## config.mk

```make
export PLATFORM = sky130hd
export DESIGN_NAME = addsub_result_collector
export DESIGN_NICKNAME = d
export VERILOG_FILES = /design/src/rtl/addsub_pkg.sv /design/src/rtl/addsub_result_fifo.sv /design/src/rtl/addsub_result_collector.sv
export SDC_FILE = /design/constraint.sdc
export NUM_CORES = 1
export LEC_CHECK = 0
export ABC_AREA = 1
export ABC_CLOCK_PERIOD_IN_PS = 6200
export CAP_MARGIN = 25
export CORE_MARGIN = 2
export CORE_UTILIZATION = 50
export DETAILED_ROUTE_END_ITERATION = 10
export PLACE_DENSITY = 0.72
export SYNTH_ARGS = -nofsm -noshare
export SYNTH_HDL_FRONTEND = slang
export SYNTH_SLANG_ARGS = --single-unit
```

## constraint.sdc

```tcl
create_clock -name clk -period 6.2 [get_ports clk]
set_input_delay 1.24 -clock clk [delete_from_list [all_inputs] [get_ports clk]]
set_output_delay 1.24 -clock clk [all_outputs]
set_load 0.1 [all_outputs]
```

## src/rtl/addsub_pkg.sv

```systemverilog
// addsub_pkg: shared types and constants for the adder-subtractor result path.
package addsub_pkg;
  localparam int DEF_WIDTH = 4;
  localparam int DEF_LATENCY = DEF_WIDTH + 2;
  localparam logic OP_ADD = 1'b0;
  localparam logic OP_SUB = 1'b1;
  typedef struct packed {
    logic op;
    logic flag;
    logic [DEF_WIDTH-1:0] sum;
  } result_t;
endpackage

```

## src/rtl/addsub_result_fifo.sv

```systemverilog
// addsub_result_fifo: first-word-fall-through result FIFO that drops writes when full without a pop.
module addsub_result_fifo #(
  parameter int W = 6,
  parameter int DEPTH = 8
) (
  input  logic                     clk,
  input  logic                     rst,
  input  logic                     push,
  input  logic [W-1:0]             din,
  input  logic                     pop,
  output logic [W-1:0]             dout,
  output logic                     valid,
  output logic [$clog2(DEPTH):0]   occupancy,
  output logic                     overrun
);
  localparam int AW = $clog2(DEPTH);
  localparam int OW = AW + 1;
  logic [W-1:0] mem [DEPTH];
  logic [AW-1:0] wp, rp;
  logic full, do_pop, do_push;
  assign valid = occupancy != '0;
  assign full = occupancy == OW'(DEPTH);
  assign do_pop = pop & valid;
  // a pop frees the head slot in the same edge, so a full FIFO can still accept
  assign do_push = push & (!full | do_pop);
  assign dout = valid ? mem[rp] : '0;
  always_ff @(posedge clk) begin
    if (rst) begin
      wp <= '0;
      rp <= '0;
      occupancy <= '0;
      overrun <= 1'b0;
    end else begin
      if (do_push) wp <= wp + 1'b1;
      if (do_pop) rp <= rp + 1'b1;
      occupancy <= occupancy + OW'(do_push) - OW'(do_pop);
      if (push & !do_push) overrun <= 1'b1;
    end
  end
  always_ff @(posedge clk)
    if (do_push) mem[wp] <= din;
endmodule

```

## src/rtl/addsub_result_collector.sv

```systemverilog
// addsub_result_collector: tracks adder issues through the fixed latency and buffers results under credit.
// Optional ADDSUB_STALL_CNT_EN adds a saturating stall_cnt output.
module addsub_result_collector
  import addsub_pkg::*;
#(
  parameter int WIDTH = DEF_WIDTH,
  parameter int LATENCY = WIDTH + 2,
  parameter int DEPTH = 8
) (
  input  logic                     clk,
  input  logic                     rst,
  input  logic                     issue_valid,
  output logic                     issue_ready,
  input  logic                     issue_addsub,
  input  logic [WIDTH-1:0]         res_sum,
  input  logic                     res_cout,
  output logic                     out_valid,
  input  logic                     out_ready,
  output logic [WIDTH-1:0]         out_sum,
  output logic                     out_flag,
  output logic                     out_op,
  output logic [$clog2(DEPTH):0]   occupancy,
  output logic                     err_overrun
`ifdef ADDSUB_STALL_CNT_EN
  ,
  output logic [7:0]               stall_cnt
`endif
);
  localparam int IW = $clog2(LATENCY + 1);
  typedef struct packed {
    logic op;
    logic flag;
    logic [WIDTH-1:0] sum;
  } entry_t;
  entry_t head;
  logic [LATENCY-1:0] tag_v, tag_op;
  logic [IW-1:0] inflight;
  logic fire, tail;
  assign fire = issue_valid & issue_ready;
  assign tail = tag_v[LATENCY-1];
  // credit counts results already queued plus those still inside the adder
  assign issue_ready = int'(occupancy) + int'(inflight) < DEPTH;
  always_ff @(posedge clk) begin
    if (rst) begin
      tag_v <= '0;
      tag_op <= '0;
      inflight <= '0;
    end else begin
      tag_v <= {tag_v[LATENCY-2:0], fire};
      tag_op <= {tag_op[LATENCY-2:0], issue_addsub};
      inflight <= inflight + IW'(fire) - IW'(tail);
    end
  end
  addsub_result_fifo #(.W(WIDTH + 2), .DEPTH(DEPTH)) u_fifo (
    .clk       (clk),
    .rst       (rst),
    .push      (tail),
    .din       ({tag_op[LATENCY-1], res_cout, res_sum}),
    .pop       (out_ready),
    .dout      (head),
    .valid     (out_valid),
    .occupancy (occupancy),
    .overrun   (err_overrun)
  );
  assign out_op = head.op;
  assign out_flag = head.flag;
  assign out_sum = head.sum;
`ifdef ADDSUB_STALL_CNT_EN
  always_ff @(posedge clk) begin
    if (rst) stall_cnt <= '0;
    else if (issue_valid & !issue_ready & (stall_cnt != 8'hFF)) stall_cnt <= stall_cnt + 1'b1;
  end
`endif
endmodule
```

# Word level (Yosys, flattened, before mapping)
# Memories as Yosys holds them, arrays and structs flattened. A register that Yosys moved wholly into a read port is not among the register bits.
# Cells that the tools add are included.
# word_totals
out_inout_bits,13
mem_bits_rw,48
in_bits,10
register_bits,26
wordCells,30
memories,1
# op_classes
reduce_logical,3
order_cmp,1
mux,5
bitwise_logic,5
n_addsub,7
n_eq_ne,1
# memory_table
memory,words,width,read_ports,rd_ports_with_merged_regs,write_ports,line_no,text
u_fifo.mem,8,6,1,1,1,addsub_result_fifo.sv:18,logic [W-1:0] mem [DEPTH];
# ops
operator,count
3-bit by 1-bit adder with 3-bit output (second input constant),2
3-bit 2-to-1 mux,2
6-bit 2-to-1 mux,1
4-bit by 3-bit adder with 5-bit output,1
5-bit by 4-bit less-than comparator with 1-bit output (second input constant),1
4-bit by 1-bit adder with 4-bit output,1
1-bit AND,4
4-bit equality test (second input constant),1
4-bit nonzero test,1
4-bit by 1-bit subtractor with 4-bit output,1
3-bit by 1-bit adder with 3-bit output,1
3-bit by 1-bit subtractor with 3-bit output,1
1-bit logical NOT,2
1-bit 2-to-1 mux,2
1-bit bitwise OR,1

# Logic depth before layout (Yosys ltp)
# Gate-level depths: netlist (run 1).
# depth
word_depth,6
mapped_depth,14
depth_no_buf,14

# By module
# A second synthesis (run 1) with hierarchy kept.
# hier_totals
cells_unflattened,342
area_unflattened_um2,3324.4
# modules_own_cells
module,cells_per_inst,area_each_um2,n_inst,seq_area_each_um2
addsub_result_fifo,280,2776.4,1,1721.7
addsub_result_collector,62,548.0,1,300.3

# Least setup slack after synthesis (run 1)
# OpenSTA, ideal clock, no wires.
# synth_path
kind,reg-to-output
from,register u_fifo.occupancy[2]
to,output out_flag
path_slack_ns,1.852
path_stages_with_launch,6
t_arrival_ns,3.108
required_ns,4.960
cell_sequence,dfxtp_1 -> inv_1 -> ha_1 -> nand2_4 -> nand2_1 -> nor2_1
# synth_via
elab_chain_len,2
# synth_rtl
element,line_no,text
from (decl),addsub_result_fifo.sv:13,"output logic [$clog2(DEPTH):0] occupancy,"
from (signal assigned),addsub_result_fifo.sv:36,occupancy <= occupancy + OW'(do_push) - OW'(do_pop);
4-bit nonzero test,addsub_result_fifo.sv:21,assign valid = occupancy != '0;
net out_valid,addsub_result_collector.sv:17,"output logic out_valid,"
6-bit 2-to-1 mux,addsub_result_fifo.sv:26,assign dout = valid ? mem[rp] : '0;
to (decl),addsub_result_collector.sv:20,"output logic out_flag,"
# The timed path passes the listed nets, and every way through them passes these cells.

==> results of run 1 <==
==> logic make-up after synthesis <==
logic type                 count (synthesis)  synth area share [%]
xor gates and xnor gates                   2                0.5240
adders and majority gates                 14                 5.689
and+or+nand+nor                          164                 22.23
AOI/OAI and AO/OA                         26                 3.892
DFF                                       77                 60.48
buffers and inverters                     59                 7.185
==> cells in the mapped netlist, types with 2 or more instances <==
library cell	number
sky130_fd_sc_hd__buf_2	2
sky130_fd_sc_hd__fa_1	2
sky130_fd_sc_hd__a21oi_1	10
sky130_fd_sc_hd__buf_4	4
sky130_fd_sc_hd__dfxtp_1	29
sky130_fd_sc_hd__nor2_2	2
sky130_fd_sc_hd__nand2_8	2
sky130_fd_sc_hd__o21ai_0	16
sky130_fd_sc_hd__inv_1	48
sky130_fd_sc_hd__edfxtp_1	48
sky130_fd_sc_hd__nand2_1	52
sky130_fd_sc_hd__nand3_1	10
sky130_fd_sc_hd__nand2_4	2
sky130_fd_sc_hd__nor3_2	4
sky130_fd_sc_hd__clkbuf_1	2
sky130_fd_sc_hd__nor2_1	88
sky130_fd_sc_hd__ha_1	12
==> layout make-up <==
cell class	instances	area [um^2]
inverter	49	183.9
clock buffer	10	127.6
timing repair buffer	23	247.7
tap	77	96.34
sequential	77	2022
fill	544	2576
multi-input combinational	206	1081
clock inverter	6	87.58
==> worst paths after layout <==
path / to
setup / recovery: out_sum[2]
hold / removal: tag_op[5]$_SDFF_PP0_
setup reg to reg: inflight[2]$_SDFF_PP0_
hold reg to reg: tag_op[5]$_SDFF_PP0_
==> registers in the layout (all words and copies together) (netlist names), named ones only <==
name,count
u_fifo.wp,3
tag_v,6
u_fifo.mem,48
u_fifo.rp,3
inflight,3
u_fifo.occupancy,4
tag_op,6
u_fifo.overrun,1
==> power by group through the flow <==
stage | registers, W | clock network, W | logic, W
6_report | 0.000624 | 0.000403 | 0.000849
5_1_grt | 0.000630 | 0.000435 | 0.000917
4_1_cts | 0.000638 | 0.000414 | 0.000829
3_5_place_dp | 0.000650 | 0 | 0.000825
3_3_place_gp | 0.000648 | 0 | 0.000812
2_1_floorplan | 0.000701 | 0 | 0.000606
==> routing by layer <==
metal	global-route usage (%)	vias to the layer above
li1	-	1126
met1	22.36	962
met2	28.55	38
met3	5.005	10
met4	7.792	0
met5	0	-
==> metrics by stage <==
step | worst slack [ps] | util (%) | instance area [um^2] | power (W)
2_1_floorplan | 1852 | - | 3343 | 0.001306
3_3_place_gp | 2203 | 56.11 | 3603 | 0.001459
3_5_place_dp | 2059 | 56.11 | 3603 | 0.001474
4_1_cts | 1689 | 59.46 | 3819 | 0.001881
5_1_grt | 1754 | 59.89 | 3846 | 0.001983
6_report | 1997 | 59.89 | 3846 | 0.001876
==> tightest hold or removal path, stage by stage (launching register included) <==
cell and delay [ps]:
sky130_fd_sc_hd__dfxtp_1 300, sky130_fd_sc_hd__inv_1 40, sky130_fd_sc_hd__nor2_1 30
==> impl_metrics.xml, run 1 <==
<?xml version="1.0" encoding="UTF-8"?>
<metrics>
  <group name="outcome">
    <metric name="status" unit="">complete, but fails checks</metric>
    <metric name="violated_checks" unit="">design-rule violations</metric>
  </group>
  <group name="route">
    <metric name="top_layer_used" unit="">met4</metric>
    <metric name="num_vias" unit="">2136</metric>
    <metric name="drc_errors" unit="">3</metric>
    <metric name="routed_metal_1_wirelength" unit="um">2687</metric>
    <metric name="route.met2.wl" unit="um">2817</metric>
    <metric name="wire_per_inst" unit="um">12.98</metric>
    <metric name="initialDrtViolationCount" unit="">94</metric>
    <metric name="drt_pass1_iterations" unit="">7</metric>
    <metric name="ant_nets" unit="">0</metric>
    <metric name="per_cell_via_count_in_the_routed_design" unit="">4.768</metric>
    <metric name="routed_wl" unit="um">5816</metric>
    <metric name="met3WireLength" unit="um">198</metric>
  </group>
  <group name="synthesis">
    <metric name="yosysSeqAreaShare" unit="%">60.48</metric>
    <metric name="ys_ff_latch" unit="">77</metric>
    <metric name="yosysTopAreaCell" unit="">sky130_fd_sc_hd__edfxtp_1</metric>
    <metric name="synthDominantCellAreaShare" unit="%">43.11</metric>
    <metric name="synth.avg_cell_area" unit="um^2">9.775</metric>
    <metric name="yosys_most_used_dff" unit="">sky130_fd_sc_hd__edfxtp_1</metric>
    <metric name="synth_cell_type_count" unit="">26</metric>
    <metric name="synth_edf_count" unit="">48</metric>
    <metric name="ys_async_sr_fraction" unit="%">0</metric>
    <metric name="mappedNetlistNets" unit="">366</metric>
    <metric name="yosysWarnings" unit="">0</metric>
    <metric name="synth.cell_area" unit="um^2">3343</metric>
    <metric name="post_synthesis_instance_total" unit="">342</metric>
    <metric name="cell_types_occupying_the_most_area_after_synthesis" unit="">sky130_fd_sc_hd__edfxtp_1 43%, sky130_fd_sc_hd__dfxtp_1 17%, sky130_fd_sc_hd__nor2_1 9.9%</metric>
  </group>
  <group name="clock_tree">
    <metric name="ctsResizeCount" unit="">0</metric>
    <metric name="cts_root_buffer" unit="">sky130_fd_sc_hd__clkbuf_8</metric>
    <metric name="cts_tree" unit="">yes</metric>
    <metric name="cts_num_sinks" unit="">77</metric>
    <metric name="cts-hold-fix-buffers" unit="">0</metric>
    <metric name="cts_max_path_buffers" unit="">2</metric>
    <metric name="clock_insertion_delay_worst_skew" unit="ps">340</metric>
    <metric name="worst_setup_hold_path_clk_slew" unit="ps">80</metric>
    <metric name="cts_post_setup_buffers_inserted" unit="">0</metric>
    <metric name="cts_buffers" unit="">9</metric>
    <metric name="htreeDepth" unit="">3</metric>
  </group>
  <group name="pwr">
    <metric name="power.internal" unit="W">0.001027</metric>
    <metric name="cell_pwr_density" unit="nW/um^2">487.7</metric>
    <metric name="p_switching" unit="W">0.0008482</metric>
    <metric name="leakagePower" unit="nW">1.548</metric>
    <metric name="share_comb_of_total_power" unit="%">45.3</metric>
    <metric name="pwr-share-seq" unit="%">33.3</metric>
    <metric name="ir_drop" unit="mV">0.3780</metric>
    <metric name="swShare" unit="%">45.22</metric>
    <metric name="clkPwrFrac" unit="%">21.5</metric>
  </group>
  <group name="finish">
    <metric name="finalNonFillerCells" unit="">448</metric>
    <metric name="num-nets-final" unit="">390</metric>
    <metric name="layout.cells.most_common" unit="">sky130_fd_sc_hd__nor2_1</metric>
    <metric name="share_of_post_route_cells_with_drive_strength_above_1" unit="%">8.086</metric>
    <metric name="layout_common_cells" unit="">88 x sky130_fd_sc_hd__nor2_1, 52 x sky130_fd_sc_hd__nand2_1, 48 x sky130_fd_sc_hd__inv_1, 48 x sky130_fd_sc_hd__edfxtp_1, 29 x sky130_fd_sc_hd__dfxtp_1</metric>
    <metric name="areaGrowthSynthToFinish" unit="%">15.04</metric>
    <metric name="antenna_cells_inserted" unit="">0</metric>
  </group>
  <group name="critical_path">
    <metric name="worst-r2r-cell-count" unit="">13</metric>
    <metric name="reg2reg_setup_slack" unit="ps">3660</metric>
    <metric name="timing.critical_path.to_type" unit="">output pin</metric>
    <metric name="critPathMostFrequentCell" unit="">sky130_fd_sc_hd__nor2_1</metric>
    <metric name="worst_ep_arrival_time" unit="ps">2960</metric>
    <metric name="setup.worst_path.class" unit="">register to output pin</metric>
    <metric name="worst_path_max_delay_cell" unit="">sky130_fd_sc_hd__clkdlybuf4s50_1</metric>
    <metric name="worst-path-stages" unit="">7</metric>
    <metric name="critPathRequiredTime" unit="ps">4960</metric>
    <metric name="critical_path.cell_chain" unit="">inv_1 -&gt; nor2_1 -&gt; o21ai_0 -&gt; nand2_1 -&gt; nor2_1 -&gt; nor2_1 -&gt; clkdlybuf4s50_1</metric>
    <metric name="worst_path_largest_cell_delay" unit="ps">1140</metric>
    <metric name="path_delay_family" unit="">buffers and inverters</metric>
    <metric name="critical_path.reg2reg.startpoint" unit="">u_fifo.occupancy[1]$_SDFF_PP0_</metric>
    <metric name="crit_path_max_fanout" unit="">13</metric>
    <metric name="cp_num_buf_inv" unit="">2</metric>
    <metric name="cp-start-kind" unit="">register</metric>
  </group>
  <group name="floorplan">
    <metric name="die_h" unit="um">85.77</metric>
    <metric name="design.portCount" unit="">23</metric>
    <metric name="initial_utilization" unit="%">52.06</metric>
    <metric name="chipWidth" unit="um">85.77</metric>
    <metric name="die_area" unit="um^2">7356</metric>
    <metric name="core_area" unit="um^2">6422</metric>
    <metric name="placement_rows" unit="">29</metric>
  </group>
  <group name="min_path">
    <metric name="timing.hold.worst.class" unit="">register to register</metric>
    <metric name="worstHoldStart" unit="">tag_op[4]$_SDFF_PP0_</metric>
    <metric name="worstHoldPathCells" unit="">2</metric>
  </group>
  <group name="timing">
    <metric name="timing.max_slew.rel_slack" unit="%">34.89</metric>
    <metric name="fin_worst_skew" unit="ps">6.841</metric>
    <metric name="unrepaired_setup_endpoints_after_global_routing" unit="">no</metric>
    <metric name="final.period_utilization" unit="%">67.79</metric>
    <metric name="timing.fmax" unit="MHz">237.9</metric>
    <metric name="setup-violations-final" unit="">0</metric>
    <metric name="setup_total_negative_slack" unit="ps">0</metric>
    <metric name="tightestPinTransition" unit="ps">973.6</metric>
    <metric name="report.final.hold_viol_count" unit="">0</metric>
    <metric name="finalMaxSlewViolations" unit="">0</metric>
    <metric name="period_minus_slack" unit="ps">4203</metric>
    <metric name="hold_ws" unit="ps">403.1</metric>
  </group>
  <group name="global_routing">
    <metric name="grt_usage" unit="%">17.70</metric>
    <metric name="antenna_violations_before_repair" unit="">0</metric>
    <metric name="grt_pass1_vias" unit="">2056</metric>
    <metric name="grt_first_pass_wirelength" unit="um">9818</metric>
    <metric name="gr-total-overflow" unit="">0</metric>
    <metric name="grt_max_degree" unit="">38</metric>
  </group>
  <group name="placed_design">
    <metric name="place_hpwl" unit="um">3961</metric>
    <metric name="dp.cells" unit="">431</metric>
    <metric name="portBuffers" unit="">22</metric>
    <metric name="place.gp.congestion" unit="">0.8928</metric>
  </group>
  <group name="run">
    <metric name="max-cap-violations" unit="">0</metric>
  </group>
</metrics>
(Power assumes the default switching activity.)
==> inputs of run 2 (changes only) <==
ABC_CLOCK_PERIOD_IN_PS = 3800   (was 6200)
PLACE_DENSITY = 0.75   (was 0.72)
clock period = 3.8 ns   (was 6.2 ns; I/O delays follow)
==> run 2 against run 1 <==
  * The run still ends with design-rule violations left
  * Combinational power is 66% higher
  * Die area did not move
  * Non-clock buffer count increased by 3
  * Clock skew down 0.71 ps
  * Critical path depth decreased by 1
  * Via count grew 2.5%
  * Worst setup slack lost 1100 ps
  * Critical path type unchanged
  * Critical endpoint is now out_sum[3]
  * Largest cell class unchanged
==> impl_metrics.xml, run 2 (synthesized netlist as in run 1, its figures left out) <==
<?xml version="1.0" encoding="UTF-8"?>
<metrics>
  <group name="timing">
    <metric name="period_minus_slack" unit="ps">2891</metric>
    <metric name="unrepaired_setup_endpoints_after_global_routing" unit="">no</metric>
    <metric name="timing.max_slew.rel_slack" unit="%">34.55</metric>
    <metric name="tightestPinTransition" unit="ps">978.7</metric>
    <metric name="finalMaxSlewViolations" unit="">0</metric>
    <metric name="setup_total_negative_slack" unit="ps">0</metric>
    <metric name="setup-violations-final" unit="">0</metric>
    <metric name="fin_worst_skew" unit="ps">6.127</metric>
    <metric name="timing.fmax" unit="MHz">346.0</metric>
    <metric name="report.final.hold_viol_count" unit="">0</metric>
    <metric name="final.period_utilization" unit="%">76.07</metric>
  </group>
  <group name="floorplan">
    <metric name="die_h" unit="um">85.77</metric>
    <metric name="chipWidth" unit="um">85.77</metric>
    <metric name="initial_utilization" unit="%">52.06</metric>
    <metric name="design.portCount" unit="">23</metric>
    <metric name="placement_rows" unit="">29</metric>
    <metric name="core_area" unit="um^2">6422</metric>
    <metric name="die_area" unit="um^2">7356</metric>
  </group>
  <group name="outcome">
    <metric name="violated_checks" unit="">design-rule violations</metric>
    <metric name="status" unit="">complete, but fails checks</metric>
  </group>
  <group name="finish">
    <metric name="largest_register_ffs" unit="">48</metric>
    <metric name="largest-register" unit="">u_fifo.mem</metric>
    <metric name="areaGrowthSynthToFinish" unit="%">14.90</metric>
    <metric name="fin_area" unit="um^2">3841</metric>
    <metric name="antenna_cells_inserted" unit="">0</metric>
    <metric name="num-nets-final" unit="">393</metric>
    <metric name="layout.cells.most_common" unit="">sky130_fd_sc_hd__nor2_1</metric>
    <metric name="share_of_post_route_cells_with_drive_strength_above_1" unit="%">12.83</metric>
    <metric name="layout_top_registers" unit="">u_fifo.mem: 48 flops, tag_op: 6 flops, tag_v: 6 flops</metric>
    <metric name="layout_common_cells" unit="">82 x sky130_fd_sc_hd__nor2_1, 52 x sky130_fd_sc_hd__nand2_1, 48 x sky130_fd_sc_hd__inv_1, 48 x sky130_fd_sc_hd__edfxtp_1, 29 x sky130_fd_sc_hd__dfxtp_1</metric>
  </group>
  <group name="critical_path">
    <metric name="worst_path_largest_cell_delay" unit="ps">700</metric>
    <metric name="path_delay_family" unit="">flip-flops</metric>
    <metric name="setup.worst_path.class" unit="">register to output pin</metric>
    <metric name="worst_ep_arrival_time" unit="ps">2130</metric>
    <metric name="cp_num_buf_inv" unit="">2</metric>
    <metric name="worst-r2r-cell-count" unit="">13</metric>
    <metric name="cp-start-kind" unit="">register</metric>
    <metric name="critPathRequiredTime" unit="ps">3040</metric>
    <metric name="reg2reg_setup_slack" unit="ps">1290</metric>
    <metric name="timing.critical_path.to_type" unit="">output pin</metric>
    <metric name="critical_path.cell_chain" unit="">inv_1 -&gt; o21ai_0 -&gt; nand2_1 -&gt; nor2_1 -&gt; nor2_2 -&gt; buf_4</metric>
    <metric name="worst_path_max_delay_cell" unit="">sky130_fd_sc_hd__dfxtp_1</metric>
    <metric name="crit_path_max_fanout" unit="">17</metric>
    <metric name="critical_path.reg2reg.startpoint" unit="">u_fifo.occupancy[1]$_SDFF_PP0_</metric>
    <metric name="regToRegEndpoint" unit="">inflight[2]$_SDFF_PP0_</metric>
  </group>
  <group name="route">
    <metric name="ant_nets" unit="">0</metric>
    <metric name="num_vias" unit="">2189</metric>
    <metric name="drt_pass1_iterations" unit="">9</metric>
    <metric name="initialDrtViolationCount" unit="">153</metric>
    <metric name="routed_wl" unit="um">5874</metric>
    <metric name="wire_per_inst" unit="um">13.02</metric>
    <metric name="per_cell_via_count_in_the_routed_design" unit="">4.854</metric>
    <metric name="drc_errors" unit="">2</metric>
  </group>
  <group name="clock_tree">
    <metric name="clock_insertion_delay_worst_skew" unit="ps">340</metric>
    <metric name="cts_root_buffer" unit="">sky130_fd_sc_hd__clkbuf_8</metric>
    <metric name="htreeDepth" unit="">3</metric>
    <metric name="cts_buffers" unit="">9</metric>
    <metric name="cts_num_sinks" unit="">77</metric>
    <metric name="cts-hold-fix-buffers" unit="">0</metric>
    <metric name="worst_setup_hold_path_clk_slew" unit="ps">70</metric>
    <metric name="cts_post_setup_buffers_inserted" unit="">0</metric>
    <metric name="cts_tree" unit="">yes</metric>
    <metric name="cts_max_path_buffers" unit="">2</metric>
    <metric name="ctsResizeCount" unit="">0</metric>
  </group>
  <group name="pwr">
    <metric name="ir_drop" unit="mV">0.5833</metric>
    <metric name="cell_pwr_density" unit="nW/um^2">796.2</metric>
    <metric name="leakagePower" unit="nW">1.578</metric>
  </group>
  <group name="placed_design">
    <metric name="dpl_cell_area" unit="um^2">3628</metric>
    <metric name="place.gp.congestion" unit="">0.7745</metric>
    <metric name="place_hpwl" unit="um">3920</metric>
    <metric name="portBuffers" unit="">22</metric>
  </group>
  <group name="min_path">
    <metric name="worstHoldStart" unit="">tag_op[2]$_SDFF_PP0_</metric>
    <metric name="worstHoldPathCells" unit="">2</metric>
    <metric name="timing.hold.worst.class" unit="">register to register</metric>
    <metric name="min_to" unit="">tag_op[3]$_SDFF_PP0_</metric>
  </group>
  <group name="global_routing">
    <metric name="grt_first_pass_wirelength" unit="um">9701</metric>
    <metric name="gr-total-overflow" unit="">0</metric>
    <metric name="grt_max_degree" unit="">20</metric>
    <metric name="grt_usage" unit="%">17.75</metric>
    <metric name="grt_pass1_vias" unit="">2047</metric>
    <metric name="antenna_violations_before_repair" unit="">0</metric>
  </group>
  <group name="run">
    <metric name="max-cap-violations" unit="">0</metric>
  </group>
</metrics>
[run 2: cell types whose count changed in the layout (fill, tap and decap cells not counted), sizes merged, moves of 2 or more]
cell           delta
buf              +11
clkbuf            +3
clkdlybuf4s50     -8
clkinvlp          -2
[run 2: power breakdown]
| group | switching [W] | leakage [nW] | internal, W |
|---|---|---|---|
| sequential | 0.0000724 | 0.671 | 0.000938 |
| clock | 0.000275 | 0.112 | 0.000364 |
| combinational | 0.00106 | 0.795 | 0.000352 |
| total | 0.00140 | 1.58 | 0.00165 |
[run 2: tightest hold or removal path: cells and delay by family, from the launching register on]
| family | cells | cell delay (ps) |
|---|---|---|
| simple gates | 1 | 30 |
| flops | 1 | 300 |
| buf+inv | 1 | 40 |
[run 2: how the worst max path moves through the flow]
stage | start | endpoint | slack [ps] | cells after the start
finish | register | out_sum[3] | 910 | 6
global route | register | out_op | 750 | 8
CTS | register | out_sum[3] | 910 | 6
detailed placement | issue_valid | inflight[2]$_SDFF_PP0_ | 1100 | 10
global placement | out_ready | u_fifo.occupancy[2]$_SDFF_PP0_ | 1140 | 10
floorplan | u_fifo.occupancy[1]$_SDFF_PP0_ | issue_ready | 50 | 6
[run 2: metrics by stage]
step | hold slack [ps] | util, % | cells | power, W | setup WS [ps]
after floorplan | 388.3 | - | 342 | 0.002158 | 47.62
after global placement | 389.1 | 56.50 | 435 | 0.002416 | 1136
after detailed placement | 396.8 | 56.50 | 435 | 0.002443 | 1102
after CTS | 407.4 | 59.81 | 451 | 0.003082 | 906.9
after global routing | 417.2 | 59.81 | 451 | 0.003220 | 753.3
final | 403.9 | 59.81 | 451 | 0.003058 | 909.5
[run 2: area by class of cell]
type                       count  area, um^2
clock buffer                  13       171.4
clock inverter                 3       41.29
sequential                    77        2022
fill                         542        2581
multi-input combinational    206        1096
inverter                      49       183.9
tap                           77       96.34
timing repair buffer          26       230.2
[run 2: layer usage]
layer  up-vias  routed length, um  track usage [%]  part of all wire, %
li1       1135                  -                -                    -
met1       995               2495            21.30                   42
met2        48               2944            30.18                   50
met3        11                296            4.524                  5.0
met4         0                137            7.937                  2.3
met5         -                  0                0                    0
